$ cat src/rtl/gpio_cmd_pkg.sv
// Shared types and constants for the GPIO command arbiter: command opcodes,
// register selects, FSM state encoding and the GPIO register offset map.
package gpio_cmd_pkg;

  typedef enum logic [2:0] {
    OP_WRITE = 3'd0,
    OP_READ  = 3'd1,
    OP_OR    = 3'd2,
    OP_AND   = 3'd3,
    OP_XOR   = 3'd4
  } op_e;

  typedef enum logic [1:0] {
    SEL_DATA  = 2'd0,
    SEL_OUT   = 2'd1,
    SEL_DIR   = 2'd2,
    SEL_IMASK = 2'd3
  } sel_e;

  typedef enum logic [1:0] {
    ST_IDLE   = 2'd0,
    ST_SETUP  = 2'd1,
    ST_ACCESS = 2'd2,
    ST_RESP   = 2'd3
  } state_e;

  // Width of a requester index (up to 8 requesters).
  localparam int ID_W = 3;

  // Plain register offsets.
  localparam logic [31:0] OFF_DATA  = 32'h00;
  localparam logic [31:0] OFF_OUT   = 32'h04;
  localparam logic [31:0] OFF_DIR   = 32'h08;
  localparam logic [31:0] OFF_IMASK = 32'h0C;

  // Read-modify-write alias windows; the register offset is added on top.
  localparam logic [31:0] OFF_OR  = 32'h50;
  localparam logic [31:0] OFF_AND = 32'h60;
  localparam logic [31:0] OFF_XOR = 32'h70;

  // DATA reflects the input pins, so only READ may target it; opcodes above
  // XOR are undefined.
  function automatic logic cmd_illegal(input logic [2:0] op, input logic [1:0] sel);
    logic bad_op;
    bad_op = (op > OP_XOR);
    return bad_op || ((op != OP_READ) && (sel == SEL_DATA));
  endfunction

  // Offset of the APB access for a command, relative to the slave base.
  function automatic logic [31:0] cmd_offset(input logic [2:0] op, input logic [1:0] sel);
    logic [31:0] reg_off;
    logic [31:0] result;
    case (sel)
      SEL_DATA:  reg_off = OFF_DATA;
      SEL_OUT:   reg_off = OFF_OUT;
      SEL_DIR:   reg_off = OFF_DIR;
      default:   reg_off = OFF_IMASK;
    endcase
    case (op)
      OP_OR:   result = OFF_OR + reg_off;
      OP_AND:  result = OFF_AND + reg_off;
      OP_XOR:  result = OFF_XOR + reg_off;
      default: result = reg_off;
    endcase
    return result;
  endfunction

endpackage

$ cat src/rtl/gpio_cmd_arbiter_rr_arbiter.sv
// Round-robin selector: picks the asserted request nearest after 'last',
// wrapping around, and reports it as a one-hot grant.
module rr_arbiter
  import gpio_cmd_pkg::*;
#(
  parameter int N  = 2,
  parameter int IW = ID_W
) (
  input  logic [N-1:0]  req,
  input  logic [IW-1:0] last,
  output logic [N-1:0]  grant,
  output logic          valid
);

  // Two passes: first the indices above 'last', then wrap to 0..last.
  always_comb begin
    grant = '0;
    valid = 1'b0;
    for (int i = 0; i < N; i++) begin
      if (!valid && (i > int'(last)) && req[i]) begin
        grant[i] = 1'b1;
        valid    = 1'b1;
      end
    end
    for (int i = 0; i < N; i++) begin
      if (!valid && (i <= int'(last)) && req[i]) begin
        grant[i] = 1'b1;
        valid    = 1'b1;
      end
    end
  end

endmodule

$ cat src/rtl/gpio_cmd_arbiter.sv
// Arbitrates GPIO commands from several requesters onto one APB master port.
// One command is in flight at a time; illegal commands are answered with an
// error response without touching the bus.
//
// state  | meaning
// IDLE   | waiting for a request; grant and capture the command
// SETUP  | APB setup phase (psel=1, penable=0), exactly one cycle
// ACCESS | APB access phase (psel=1, penable=1) until pready
// RESP   | one-cycle response strobe to the granted requester
module gpio_cmd_arbiter
  import gpio_cmd_pkg::*;
#(
  parameter int          NREQ = 2,
  parameter logic [31:0] BASE = 32'h0
) (
  input  logic                 clk,
  input  logic                 rst,
  input  logic [NREQ-1:0]      req_valid,
  output logic [NREQ-1:0]      req_ready,
  input  logic [3*NREQ-1:0]    req_op,
  input  logic [2*NREQ-1:0]    req_sel,
  input  logic [32*NREQ-1:0]   req_wdata,
  output logic                 resp_valid,
  output logic [2:0]           resp_id,
  output logic                 resp_err,
  output logic [31:0]          resp_rdata,
  output logic                 apb_psel,
  output logic                 apb_penable,
  output logic                 apb_pwrite,
  output logic [31:0]          apb_paddr,
  output logic [31:0]          apb_pwdata,
  input  logic [31:0]          apb_prdata,
  input  logic                 apb_pready
);

  state_e            state_q, state_d;
  logic [ID_W-1:0]   last_q, last_d;
  logic [ID_W-1:0]   id_q, id_d;
  logic [2:0]        op_q, op_d;
  logic              err_q, err_d;
  logic [31:0]       addr_q, addr_d;
  logic [31:0]       wdata_q, wdata_d;
  logic [31:0]       rdata_q, rdata_d;

  logic [NREQ-1:0]   arb_grant;
  logic              arb_valid;

  logic [ID_W-1:0]   gnt_idx;
  logic [2:0]        gnt_op;
  logic [1:0]        gnt_sel;
  logic [31:0]       gnt_wdata;

  rr_arbiter #(
    .N  (NREQ),
    .IW (ID_W)
  ) u_rr (
    .req   (req_valid),
    .last  (last_q),
    .grant (arb_grant),
    .valid (arb_valid)
  );

  // Select the winning requester's index and command fields.
  always_comb begin
    gnt_idx   = '0;
    gnt_op    = '0;
    gnt_sel   = '0;
    gnt_wdata = '0;
    for (int i = 0; i < NREQ; i++) begin
      if (arb_grant[i]) begin
        gnt_idx   = ID_W'(i);
        gnt_op    = req_op[3*i +: 3];
        gnt_sel   = req_sel[2*i +: 2];
        gnt_wdata = req_wdata[32*i +: 32];
      end
    end
  end

  // Next-state logic, command capture and grant strobe.
  always_comb begin
    state_d   = state_q;
    last_d    = last_q;
    id_d      = id_q;
    op_d      = op_q;
    err_d     = err_q;
    addr_d    = addr_q;
    wdata_d   = wdata_q;
    rdata_d   = rdata_q;
    req_ready = '0;
    case (state_q)
      ST_IDLE: begin
        // Gating with rst keeps req_ready low while the block is held in reset.
        if (arb_valid && !rst) begin
          req_ready = arb_grant;
          last_d    = gnt_idx;
          id_d      = gnt_idx;
          op_d      = gnt_op;
          err_d     = cmd_illegal(gnt_op, gnt_sel);
          addr_d    = BASE + cmd_offset(gnt_op, gnt_sel);
          wdata_d   = gnt_wdata;
          rdata_d   = '0;
          state_d   = err_d ? ST_RESP : ST_SETUP;
        end
      end
      ST_SETUP: begin
        state_d = ST_ACCESS;
      end
      ST_ACCESS: begin
        if (apb_pready) begin
          if (op_q == OP_READ) begin
            rdata_d = apb_prdata;
          end
          state_d = ST_RESP;
        end
      end
      ST_RESP: begin
        state_d = ST_IDLE;
      end
      default: begin
        state_d = ST_IDLE;
      end
    endcase
  end

  // State and captured-command registers; reset aborts any transfer at once.
  always_ff @(posedge clk or posedge rst) begin
    if (rst) begin
      state_q <= ST_IDLE;
      last_q  <= ID_W'(NREQ - 1);
      id_q    <= '0;
      op_q    <= '0;
      err_q   <= 1'b0;
      addr_q  <= '0;
      wdata_q <= '0;
      rdata_q <= '0;
    end else begin
      state_q <= state_d;
      last_q  <= last_d;
      id_q    <= id_d;
      op_q    <= op_d;
      err_q   <= err_d;
      addr_q  <= addr_d;
      wdata_q <= wdata_d;
      rdata_q <= rdata_d;
    end
  end

  // APB drive decoded from state; bus fields are forced to zero when not selected.
  always_comb begin
    apb_psel    = (state_q == ST_SETUP) || (state_q == ST_ACCESS);
    apb_penable = (state_q == ST_ACCESS);
    apb_pwrite  = apb_psel && (op_q != OP_READ);
    apb_paddr   = apb_psel ? addr_q : '0;
    apb_pwdata  = apb_psel ? wdata_q : '0;
  end

  // Response fields are only non-zero during the one-cycle RESP strobe.
  always_comb begin
    resp_valid = (state_q == ST_RESP);
    resp_id    = resp_valid ? id_q : '0;
    resp_err   = resp_valid && err_q;
    resp_rdata = resp_valid ? rdata_q : '0;
  end

endmodule

$ cat config.mk
export PLATFORM = sky130hd
export DESIGN_NAME = gpio_cmd_arbiter
export DESIGN_NICKNAME = d
export VERILOG_FILES = /design/src/rtl/gpio_cmd_pkg.sv /design/src/rtl/gpio_cmd_arbiter_rr_arbiter.sv /design/src/rtl/gpio_cmd_arbiter.sv
export SDC_FILE = /design/constraint.sdc
export NUM_CORES = 1
export LEC_CHECK = 0
export ABC_AREA = 1
export BUFFER_PORTS_ARGS = -buffer_cell sky130_fd_sc_hd__buf_2
export CORE_UTILIZATION = 50
export DETAILED_ROUTE_END_ITERATION = 10
export GPL_TIMING_DRIVEN = 0
export PLACE_DENSITY = 0.93
export SLEW_MARGIN = 20
export SYNTH_ARGS = -nofsm -noshare
export SYNTH_HDL_FRONTEND = slang
export SYNTH_HIERARCHICAL = 1
export SYNTH_SLANG_ARGS = --single-unit
$ cat constraint.sdc
create_clock -name clk -period 4.6 [get_ports clk]
set_clock_uncertainty 0.1 [all_clocks]
set_input_delay 0.69 -clock clk [delete_from_list [all_inputs] [get_ports clk]]
set_output_delay 0.69 -clock clk [all_outputs]
set_load 0.02 [all_outputs]
# Yosys cells after proc, flatten, opt, wreduce, memory -nomap -nowiden
# Index checks and enable logic that the tools add are counted.
# word_totals
register_bits	108
in_bits	111
out_inout_bits	106
elab_cells	77
# classes
addsub	3
magnitude_cmp	3
n_eq_ne	14
muxes	30
reduce_logical	19
# ops
operator	n
$mux W32	10
$add A7 B32 Y32 const A	3
$pmux W32 S3	1
$pmux W32 S2	1
$mux W2	7
$pmux W4 S3	1
$mux W3	3
$logic_and A1 B1 Y1	8
$pmux W2 S4	1
$eq A2 B2 Y1 const B	3
$eq A3 B2 Y1 const B	2
$mux W1	6
$ne A3 B1 Y1 const B	2
$eq A2 B1 Y1 const B	2
$logic_not A2 Y1	2
$ne A2 B1 Y1 const B	2
$reduce_and A2 Y1	2
$reduce_and A4 Y1	1
$eq A3 B1 Y1 const B	1
$eq A3 B3 Y1 const B	1
$gt A1 B3 Y1 const A	1
$gt A3 B3 Y1 const B	1
$le A1 B3 Y1 const A	1
$logic_not A1 Y1	3
3 further kinds	4

# Longest topological paths before layout
# depth
depth_word	17
mapped_depth	12

# By module
# Netlist, hierarchy kept.
# by_module_without_submodules
mod	instances	cells_each	area_per_inst_um2	seq_area_each_um2
gpio_cmd_arbiter	1	567	4207.8	1928.1
rr_arbiter	1	9	37.5	0.0

# Worst setup path before layout
# OpenSTA, ideal clock, no wires.
# synth_timing
path_kind	input port to output port
from	input port rst
to	output port req_ready[0]
arrival_time_ps	2602
required_ps	3810
setup_slack_ps	1208
stages	5
path_buffers	2
cell_sequence	inv_2 -> nand3_1 -> buf_2 -> buf_2 -> nor2_1
# synth_via
elab_chain_len	4
# synth_rtl
item	line_no	text
start, declared	gpio_cmd_arbiter.sv:17	input logic rst,
$logic_not A1 Y1 (no line)	n/a	
$logic_and A1 B1 Y1	gpio_cmd_arbiter.sv:93	if (arb_valid && !rst) begin
$mux W2	gpio_cmd_arbiter.sv:93	
$mux W2	gpio_cmd_arbiter.sv:90	case (state_q)
end, declared	gpio_cmd_arbiter.sv:19	output logic [NREQ-1:0] req_ready,
# Every way passes these cells.

# Worst setup path after layout
# layout_timing
from	register state_q[1]
to	output port apb_pwdata[21]
# layout_via
elab_chain_len	3
elab_cells_between_ends	4
classes_between	2 x eq/ne; 1 x mux; 1 x reduce/logical
# layout_rtl
item	line_no	text
start, declared	gpio_cmd_arbiter.sv:36	state_e state_q, state_d;
start signal, assigned	gpio_cmd_arbiter.sv:137	state_q <= state_d;
$eq A2 B1 Y1 / $eq A2 B2 Y1 (equally long branches)	gpio_cmd_arbiter.sv:150	apb_psel = (state_q == ST_SETUP) || (state_q == ST_ACCESS);
$logic_or A1 B1 Y1 *	gpio_cmd_arbiter.sv:150	
$mux W32 *	gpio_cmd_arbiter.sv:154	apb_pwdata = apb_psel ? wdata_q : '0;
end, declared	gpio_cmd_arbiter.sv:31	output logic [31:0] apb_pwdata,
# Every way passes the cells marked *; elsewhere a longest branch is shown, timed or not.

==> flow_summary.ini <==
[timing]
fin_tns_setup_ns = 0
rsz0062_at_grt = no
drv_slew = 0
timing.final.crit_share = 0.683
hold_violations = 0
setup_viol = 0
final.setup.worst_slack_ns = 1.46
timing.final.crit_period_ns = 3.14
max_freq_mhz = 318

[power_and_ir_drop]
max-vdd-ir-drop_mv = 0.378
power.density_nw_per_um2 = 622
leakage_nw = 3.80

[run_status]
status = finished, final reports clean

[logic_synthesis]
syn-instance-count = 576
yosysUniqueCellTypes = 25
syn_avg_cell_area_um2 = 7.37
syn_area_um2 = 4250
seq_area_frac_synth = 0.454
ys_seq_elements = 77
yosys_warnings = 6

[detailed_routing]
via_count = 4355
drc = 0
wl_mm = 11.1
first_iter_violations = 142
first_pass_iters = 4
ant_nets = 0
post_drt_wl_per_cell_um = 12.1
vias_per_cell = 4.76

[placed_design]
hpwlAfterDp_mm = 8.52
routabilityCongestion = 0.844
port_buffers = 187
pre_cts_ws_ns = 1.44

[layout]
fill_cells = 687
n_antenna_cell = 0
nets = 920
mostFrequentLayoutCell = nand2_1
syn_to_final_growth_pct = 34.0
drive_above_1_share = 0.319
layout_common_cells = nand2_1, buf_2, inv_1

[global_route]
antenna_found_initial = 0
overflow = 0
grt_usage = 0.257
grt_pass1_wl_mm = 17.8
grt_pass1_vias = 4018
grt_max_degree = 48

[floorplan]
std_cell_rows = 33
initial_core_util = 0.517
coreArea_um2 = 8220
die-area_um2 = 8860
fp.dieW_um = 94.1
dieHeight_um = 94.1
io_pins = 217

[clock_network]
cts_tree = built
cts_setup_buffers = 0
worstSkewPairLatency_ns = 0.35
cts_buffer_depth = 2
clk_pin_slew_ns = 0.08
cts_sinks = 77
postCtsHoldBufs = 0
htree_levels = 3
cts_buffers = 9
cts_root_buffer = clkbuf_8
post_cts_resized = 0

[critical_path]
worst_setup_path_end_kind = output pin
path_class = register to output pin
critPathArrivalTime_ns = 2.35
crit_fanout = 10
required_ns = 3.81
cp-start-kind = register

[hold_path]
hp-class = input pin to async pin

[flow_run]
cap_viol_max_count = 0
[layer usage]
metal  vias to the layer above  wire [um]  GRT usage
met1                      1970       4480      0.302
met2                       193       5470      0.444
met4                         0        224     0.0962
met5                         -          0          0
met3                        20        883     0.0688
li1                       2172          -          -
[state kept, by name, summed over array words and instances, names as in the netlist]
signal / cells
rdata_q: 32
wdata_q: 32
addr_q: 5
op_q: 3
state_q: 2
err_q: 1
id_q: 1
last_q: 1
[cell usage after synthesis (all sizes together)]
| library cell | number | area, um^2 |
|---|---|---|
| a21boi | 1 | 7.51 |
| a21oi | 4 | 31.3 |
| a22oi | 32 | 240 |
| buf | 48 | 337 |
| clkbuf | 14 | 52.6 |
| conb | 1 | 3.75 |
| dfrtp | 76 | 1900 |
| dfstp | 1 | 26.3 |
| ha | 4 | 50.1 |
| inv | 86 | 323 |
| nand2 | 222 | 836 |
| nand3 | 38 | 190 |
| nor2 | 10 | 42.5 |
| nor3 | 1 | 5.00 |
| o211ai | 1 | 7.51 |
| o21ai | 36 | 184 |
| o21bai | 1 | 7.51 |
[critical path, cell delays in order (launching register included)]
cell	delay, ns
dfrtp_1	0.40
inv_1	0.08
ha_1	0.34
clkbuf_1	0.41
clkbuf_1	0.43
nand2_1	0.12
inv_1	0.08
buf_2	0.16
[through the flow]
step / area [um^2] / total power, W / cells / utilization / hold slack, ns
floorplan: 4360 / 0.00239 / 606 / - / 0.342
global placement: 5430 / 0.00291 / 898 / 0.660 / 0.354
detailed placement: 5460 / 0.00297 / 899 / 0.664 / 0.359
CTS: 5690 / 0.00356 / 915 / 0.692 / 0.250
global route: 5690 / 0.00383 / 915 / 0.692 / 0.252
finish: 5690 / 0.00354 / 915 / 0.692 / 0.236
[kinds of logic (layout without fill, tap and decap cells)]
family / count (synthesis) / after routing / synth area share
flip-flops: 77 / 77 / 0.454
AO/OA/AOI/OAI: 75 / 75 / 0.113
buffers and inverters: 148 / 352 / 0.168
AND/OR/NAND/NOR: 271 / 271 / 0.253
other: 1 / 31 / 0.000883
adder cells (fa/ha/maj): 4 / 4 / 0.0118
[final timing paths]
check	start	to	slack (ns)	cells past startpoint
max	state_q[1]	apb_pwdata[21]	1.46	7
min	rst	rdata_q[6]	0.24	2
max reg2reg	last_q[0]	addr_q[5]	2.56	10
min reg2reg	rdata_q[31]	rdata_q[31]	0.37	2
max in group asynchronous	rst	last_q[0]	3.54	3
min in group clk	rdata_q[31]	rdata_q[31]	0.37	2
[power breakdown]
group | internal, W | total, W | switching, W | leakage (nW)
sequential | 0.000960 | 0.00111 | 0.000147 | 0.993
combinational | 0.000610 | 0.00184 | 0.00123 | 2.69
clock | 0.000336 | 0.000592 | 0.000255 | 0.116
total | 0.00191 | 0.00354 | 0.00163 | 3.80
[layout make-up]
type	count	area [um^2]	area share
Inverter	86	325	0.0572
Buffer	62	389	0.0684
Multi-Input combinational cell	381	1720	0.302
Timing Repair Buffer	188	963	0.169
Clock buffer	11	151	0.0266
Clock inverter	5	81.3	0.0143
Tap cell	105	131	0.0231
Sequential cell	77	1930	0.339
(Power assumes the default switching activity.)
